$ cat src/rtl/mips_bus_arbiter.sv
// mips_bus_arbiter: shares one memory bus between instruction fetch (master 0)
// and load/store data (master 1).
//   - IDLE -> GRANTn -> IDLE per transfer, one transfer at a time.
//   - The loser of arbitration is stalled with waitrequest.
//   - Read data (one-cycle slave latency) is steered back to the issuing master.
// Optional feature macro: BUS_ARB_ROUND_ROBIN_EN.
//   - Defined: round-robin on ties, using last_grant.
//   - Undefined: fixed priority, master 1 wins ties.
// Ports:
//   clk, reset             clock, synchronous active-high reset
//   m0_*/m1_*              master request side (address/read/write/writedata/
//                          byteenable in; waitrequest/readdatavalid out)
//   readdata               slave read data, shared by both masters
//   s_*                    slave side (address/read/write/writedata/byteenable
//                          out; waitrequest/readdata in)
module mips_bus_arbiter #(
    parameter int unsigned ADDR_W = 32,
    parameter int unsigned DATA_W = 32
) (
    input  logic                clk,
    input  logic                reset,
    input  logic [ADDR_W-1:0]   m0_address,
    input  logic                m0_read,
    input  logic                m0_write,
    input  logic [DATA_W-1:0]   m0_writedata,
    input  logic [DATA_W/8-1:0] m0_byteenable,
    output logic                m0_waitrequest,
    output logic                m0_readdatavalid,
    input  logic [ADDR_W-1:0]   m1_address,
    input  logic                m1_read,
    input  logic                m1_write,
    input  logic [DATA_W-1:0]   m1_writedata,
    input  logic [DATA_W/8-1:0] m1_byteenable,
    output logic                m1_waitrequest,
    output logic                m1_readdatavalid,
    output logic [DATA_W-1:0]   readdata,
    output logic [ADDR_W-1:0]   s_address,
    output logic                s_read,
    output logic                s_write,
    output logic [DATA_W-1:0]   s_writedata,
    output logic [DATA_W/8-1:0] s_byteenable,
    input  logic                s_waitrequest,
    input  logic [DATA_W-1:0]   s_readdata
);

    localparam int unsigned BE_W = DATA_W / 8;

    typedef enum logic [1:0] {
        IDLE   = 2'd0,
        GRANT0 = 2'd1,
        GRANT1 = 2'd2
    } state_t;

    state_t r_state;
    logic   r_rd_pending;
    logic   r_rd_owner;
`ifdef BUS_ARB_ROUND_ROBIN_EN
    logic   r_last_grant;
`endif

    logic w_req0;
    logic w_req1;
    logic w_win;
    logic w_gnt_req;
    logic w_gnt_rd;
    logic w_accept;

    assign w_req0 = m0_read | m0_write;
    assign w_req1 = m1_read | m1_write;

    // Arbitration winner, meaningful only when at least one master requests
`ifdef BUS_ARB_ROUND_ROBIN_EN
    assign w_win = (w_req0 & w_req1) ? ~r_last_grant : w_req1;
`else
    assign w_win = w_req1;
`endif

    // Request and read strobe of the currently granted master
    always_comb begin
        w_gnt_req = 1'b0;
        w_gnt_rd  = 1'b0;
        case (r_state)
            GRANT0: begin
                w_gnt_req = w_req0;
                w_gnt_rd  = m0_read;
            end
            GRANT1: begin
                w_gnt_req = w_req1;
                w_gnt_rd  = m1_read;
            end
            default: ;
        endcase
    end

    assign w_accept = w_gnt_req & ~s_waitrequest;

    // State, read-return tracking and grant history
    always_ff @(posedge clk) begin
        if (reset) begin
            r_state      <= IDLE;
            r_rd_pending <= 1'b0;
            r_rd_owner   <= 1'b0;
`ifdef BUS_ARB_ROUND_ROBIN_EN
            r_last_grant <= 1'b1;
`endif
        end else begin
            r_rd_pending <= w_accept & w_gnt_rd;
            if (w_accept & w_gnt_rd) begin
                r_rd_owner <= (r_state == GRANT1);
            end
            case (r_state)
                IDLE: begin
                    if (w_req0 | w_req1) begin
                        r_state <= w_win ? GRANT1 : GRANT0;
`ifdef BUS_ARB_ROUND_ROBIN_EN
                        r_last_grant <= w_win;
`endif
                    end
                end
                // Accept or a dropped request both end the grant
                GRANT0, GRANT1: begin
                    if (!w_gnt_req || !s_waitrequest) begin
                        r_state <= IDLE;
                    end
                end
                default: r_state <= IDLE;
            endcase
        end
    end

    // Slave-side mux and master stalls follow the granted master directly
    always_comb begin
        s_address      = '0;
        s_read         = 1'b0;
        s_write        = 1'b0;
        s_writedata    = '0;
        s_byteenable   = BE_W'(0);
        m0_waitrequest = 1'b1;
        m1_waitrequest = 1'b1;
        case (r_state)
            GRANT0: begin
                s_address      = m0_address;
                s_read         = m0_read;
                s_write        = m0_write;
                s_writedata    = m0_writedata;
                s_byteenable   = m0_byteenable;
                m0_waitrequest = s_waitrequest;
            end
            GRANT1: begin
                s_address      = m1_address;
                s_read         = m1_read;
                s_write        = m1_write;
                s_writedata    = m1_writedata;
                s_byteenable   = m1_byteenable;
                m1_waitrequest = s_waitrequest;
            end
            default: ;
        endcase
    end

    // Reset suppresses a return pulse that is already pending
    assign m0_readdatavalid = r_rd_pending & ~r_rd_owner & ~reset;
    assign m1_readdatavalid = r_rd_pending &  r_rd_owner & ~reset;
    assign readdata         = s_readdata;

endmodule

$ cat config.mk
export PLATFORM = sky130hd
export DESIGN_NAME = mips_bus_arbiter
export DESIGN_NICKNAME = d
export VERILOG_FILES = /design/src/rtl/mips_bus_arbiter.sv
export SDC_FILE = /design/constraint.sdc
export NUM_CORES = 1
export LEC_CHECK = 0
export CAP_MARGIN = 10
export CORE_AREA = 5 5 104 106
export CTS_CLUSTER_DIAMETER = 120
export CTS_CLUSTER_SIZE = 14
export DETAILED_ROUTE_END_ITERATION = 8
export DIE_AREA = 0 0 109 111
export HOLD_SLACK_MARGIN = 0.03
export PLACE_DENSITY = 0.66
export SLEW_MARGIN = 10
export SYNTH_ARGS = -nofsm -noshare
export SYNTH_HDL_FRONTEND = slang
export SYNTH_SLANG_ARGS = --single-unit
$ cat constraint.sdc
create_clock -name clk -period 2.25 [get_ports clk]
set_clock_uncertainty 0.1 [all_clocks]
set_input_delay 0.45 -clock clk [delete_from_list [all_inputs] [get_ports clk]]
set_output_delay 0.45 -clock clk [all_outputs]
set_load 0.005 [all_outputs]
## Word level (Yosys, flattened, before mapping)

Index checks and enable logic that the tools add are counted.

| word-level totals | value |
|---|---|
| register bits | 4 |
| input port bits | 175 |
| output and inout port bits | 106 |
| word-level logic and storage cells | 37 |

| operators by class | value |
|---|---|
| equality and inequality tests | 4 |
| mux-type cells | 12 |
| bitwise gates (word level) | 12 |
| reductions and logical operators | 6 |

Operators by type and width:

| cell | count |
|---|---|
| 32-bit one-hot mux with 2 select lines | 2 |
| 4-bit one-hot mux with 2 select lines | 1 |
| 1-bit bitwise AND | 6 |
| 2-bit two-way mux | 3 |
| 1-bit one-hot mux with 2 select lines | 3 |
| 2-bit inequality test (second input constant) | 2 |
| 2-bit one-hot mux with 2 select lines | 1 |
| 1-bit inverter | 3 |
| 1-bit bitwise OR | 3 |
| 2-bit by 1-bit == test with 1-bit output (second input constant) | 1 |
| 2-bit == test (second input constant) | 1 |
| 1-bit logical NOT | 2 |
| 2-bit logical NOT | 1 |
| 1-bit two-way mux | 2 |
| 2-bit AND reduction | 1 |
| 2-bit OR reduction | 1 |
| 1-bit logical OR | 1 |

## Logic depth before layout (Yosys ltp)

Gate-level depths: netlist of run 1.

| depth | value |
|---|---|
| depth after elaboration | 6 |
| gate-level depth with buffers | 6 |
| gate-level depth less buffers | 5 |

## Least setup slack after synthesis of run 1

Ideal clock, no wire load.

| timing | value |
|---|---|
| path kind | register to output |
| start | register r_state[0] |
| end | output port s_address[0] |
| data arrival time | 1.274 ns |
| data required time | 1.700 ns |
| setup slack | 0.426 ns |
| stages on the path, launching flop included | 6 |
| path buffers | 2 |
| cell sequence | dfxtp_1 > inv_1 > ha_1 > clkbuf_1 > clkbuf_1 > nor2b_1 |

| on the way | value |
|---|---|
| longest elaborated chain between the ends | 2 |
| elaborated cells between the ends (all ways) | 3 |
| classes of those cells | eq/ne (2); mux (1) |

RTL lines:

| element | RTL line | RTL |
|---|---|---|
| start: declaration | 54 | `state_t r_state;` |
| start signal: assignment | 114 | `r_state <= w_win ? GRANT1 : GRANT0;` |
| 2-bit == test / 2-bit by 1-bit == test with 1-bit output (equally long branches) | 140 | `case (r_state)` |
| 32-bit one-hot mux with 2 select lines * | 140 |  |
| end: declaration | 37 | `output logic [ADDR_W-1:0] s_address,` |

Every way passes the cells marked *; elsewhere a longest branch is shown, timed or not.

## Final worst setup path of run 1

| timing | value |
|---|---|
| start | register r_state[1] |
| end | output port s_address[28] |

Same word-level chain as after synthesis.

==> results.toml, run 1 <==
[synth]
syn_nets = 407
distinct_cell_type_count_of_the_synthesized_netlist = 26
post_synth.cell_area_avg_um2 = 6.94
ys.flop_type = "sky130_fd_sc_hd__dfxtp_1"
synthesis.area_mm2 = 0.00159
yosys_warnings = 0
synth-seq-cells = 4
seq_area_frac_synth_pct = 5.04
synth_cells = 229
postSynth.asyncResetShare_pct = 0
number_of_synthesized_flops_with_an_enable_pin = 0

[clocking]
clock_latency_ns = 0.22
tritoncts = "done"
post_cts_hold_buffer_count = 0
cts_sinks = 4
cts.path.max_buffers = 2
clock_transition_at_the_registers_of_the_reported_paths_ns = 0.03
clock_tree.htree_level_count = 1
tritoncts.num_buffers = 3
cts_root_buf = "sky130_fd_sc_hd__clkbuf_8"

[sta]
period_needed_ns = 2.23
least_setup_slack_across_all_paths_after_layout_ns = 0.0164
max_slew.worst_pin.slew_ns = 0.419
unrepaired_setup_endpoints_after_global_routing = "true"
max_freq_ghz = 0.448
finalSetupViolCount = 0
slew_headroom_pct = 71.8
setup_tns_ns = 0
final_min_period_over_clock_period_pct = 99.3
drv_slew = 0
timing.final.hold_violations = 0

[route]
uppermost_metal_layer_occupied_by_signal_nets = "met4"
detailroute.via_count = 2599
drtAntennaViolNets = 0
routed-wl-met2_um = 5210
detail_route.iter0.violations = 106
detail_route.wirelength.met1_um = 3590
drt-vias-per-instance = 4.51
wirelength_um = 10100
drtPass1Iterations = 4
detailroute.wirelength.met3_um = 998
route.detailed.wl_per_inst_um = 17.5
drt_drc_violations_left = 0

[status]
run_status = "complete, no violations"

[place]
gp_congestion = 0.763
place.detailed.hpwl_um = 7240
place_worst_setup_slack_ns = -0.0453
buffer_ports.inserted = 216
dpl-instance-area_mm2 = 0.00379

[worst_setup_path]
critical-path-max-stage-delay_ns = 0.36
crit_arrival_ns = 1.68
path_delay_family = "buffers and inverters"
critPathMaxFanout = 15
cp_cell_sequence = "inv_2, ha_4, buf_4, clkbuf_16, a22oi_1, nor2b_1, dlygate4sd2_1"
worst-r2r-setup-slack_ns = 0.28
required_time_worst_endpoint_ns = 1.70
critical_path_class = "reg -> out"
critPathSlowestCell = "sky130_fd_sc_hd__dfxtp_4"
worstPathBufferInverterCount = 4
setup.worst_path.start_class = "flip-flop"
critical_path.endpoint_type = "primary output"

[cells_and_area]
post-route-util_pct = 44.6
finish.instance_area_mm2 = 0.00432
drive_gt1_share_pct = 21.2
multi_input_comb_area_mm2 = 0.00133
net_total_in_the_final_layout = 623
seqCellArea_um2 = 87.6
n_fill_cell = 971
synthToLayoutAreaGrowth_pct = 171
insertedDiodeCount = 0

[die]
die_extent_in_y_um = 111
floorplan.io_pins = 281
initial_utilization_pct = 16.4
die_w_um = 109
core-area_mm2 = 0.00968
fp-row-count = 36
die_area_mm2 = 0.0121

[global_route]
grt_overflow_total = 0
first_global_vias = 2654
pin_count_of_the_biggest_net_entering_global_routing = 32
grt_first_pass_wirelength_um = 13500
antenna_found_initial = 0
globalRouteTotalUtil_pct = 13.9

[flow_run]
drv.max_cap_violation_count = 0

[power_and_ir_drop]
p_int_w = 0.000854
design_power_total_w = 0.00127
netSwitchingFraction_pct = 32.6
combPwrFrac_pct = 81.7
power_frac_clock_pct = 11.9
pwr_density_cell_mw_per_mm2 = 294
leakagePower_nw = 1.82
ir_worst_vdd_mv = 0.155
power.switching_w = 0.000413
seqPwrFrac_pct = 6.4

[hold_path]
worst_min_path_class = "reg -> reg"
-- through the flow --
stage          hold slack (ns)  cells
6_report                 0.402    576
4_1_cts                  0.407    543
3_5_place_dp             0.391    539
3_3_place_gp             0.370    539
5_1_grt                  0.431    576
2_1_floorplan            0.344    229
-- worst reg2reg max path, stage by stage, from the launching register on --
cell                        delay (ns)
sky130_fd_sc_hd__dfxtp_4          0.35
sky130_fd_sc_hd__inv_2            0.09
sky130_fd_sc_hd__ha_4             0.21
sky130_fd_sc_hd__buf_4            0.14
sky130_fd_sc_hd__clkbuf_16        0.16
sky130_fd_sc_hd__o21ai_0          0.18
sky130_fd_sc_hd__a21o_1           0.22
sky130_fd_sc_hd__a2111oi_1        0.37
-- final timing paths --
path / startpoint / end / cells after the start
setup / recovery: r_state[1] / s_address[28] / 7
hold reg to reg: r_rd_owner / r_rd_owner / 2
hold / removal: r_rd_owner / r_rd_owner / 2
setup reg to reg: r_state[0] / r_state[0] / 7
-- kinds of logic (layout without fill, tap and decap cells) --
group	count (synthesis)	after routing	share of synthesized area [%]
buf+inv	59	273	21.6
compound gates	79	79	37.4
simple gates	83	83	33.0
mux	1	1	0.629
flops	4	4	5.04
fa+ha+maj	3	3	2.36
-- cells in the mapped netlist, types with 2 or more instances --
library cell,instances,area share (%)
sky130_fd_sc_hd__a22oi_1,70,33
sky130_fd_sc_hd__buf_1,3,0.71
sky130_fd_sc_hd__buf_2,2,0.63
sky130_fd_sc_hd__buf_4,32,15
sky130_fd_sc_hd__clkbuf_1,19,4.5
sky130_fd_sc_hd__dfxtp_1,4,5.0
sky130_fd_sc_hd__ha_1,3,2.4
sky130_fd_sc_hd__inv_1,3,0.71
sky130_fd_sc_hd__nand2_1,3,0.71
sky130_fd_sc_hd__nand2b_1,3,1.2
sky130_fd_sc_hd__nor2b_1,70,28
sky130_fd_sc_hd__nor3b_1,2,0.94
sky130_fd_sc_hd__o21ai_0,2,0.63
-- cells in the final DEF, fill, tap and decap left out, drive strengths merged, types with 2 or more instances in the layout --
cell type	instances
dfxtp	4
nor3b	2
dlygate4sd2	58
clkdlybuf4s15	5
inv	3
buf	46
clkbuf	11
o21ai	2
ha	3
nand2b	3
nor2b	70
dlymetal6s2s	6
nand2	3
a22oi	70
clkdlybuf4s50	144
o211ai	2
-- final cells by class --
cell class	count	share of cell area, %
Clock buffer	3	0.957
Timing Repair Buffer	267	62.1
Tap cell	133	3.86
Sequential cell	4	2.03
Inverter	3	0.261
Multi-Input combinational cell	166	30.8
-- flip-flops by register name (all words and copies together), names as in the netlist --
| register | cells |
|---|---|
| r_state | 2 |
| r_rd_owner | 1 |
| r_rd_pending | 1 |
-- power groups by stage --
stage,logic [W],clock network [W],registers [W]
after floorplan,0.000367,0,0.0000789
after global placement,0.000850,0,0.0000791
after detailed placement,0.000862,0,0.0000795
after CTS,0.000864,0.000157,0.0000809
after global routing,0.00111,0.000160,0.0000815
final,0.00104,0.000151,0.0000811
-- layer usage --
metal | up-vias | GRT usage [%]
li1 | 1229 | -
met1 | 1195 | 13.6
met2 | 143 | 26.2
met3 | 32 | 4.60
met4 | 0 | 5.39
met5 | - | 0
-- what timing repair did --
action                     CTS  global route
buffers inserted             0            28
pin swaps                    1             6
resized for setup           82            45
cloned                       1             5
setup endpoints to repair   73             6
Note: power is estimated with default switching activity, not from simulation.
==> run 2: changes to the inputs <==
--- a/config.mk
+++ b/config.mk
@@ -7,7 +7,6 @@
 export LEC_CHECK = 0
 export CAP_MARGIN = 10
 export CORE_AREA = 5 5 104 106
-export CTS_CLUSTER_DIAMETER = 120
 export CTS_CLUSTER_SIZE = 14
 export DETAILED_ROUTE_END_ITERATION = 8
 export DIE_AREA = 0 0 109 111
==> results of run 2 <==
The final DEF is identical to that of run 1; final timing and power are the same.
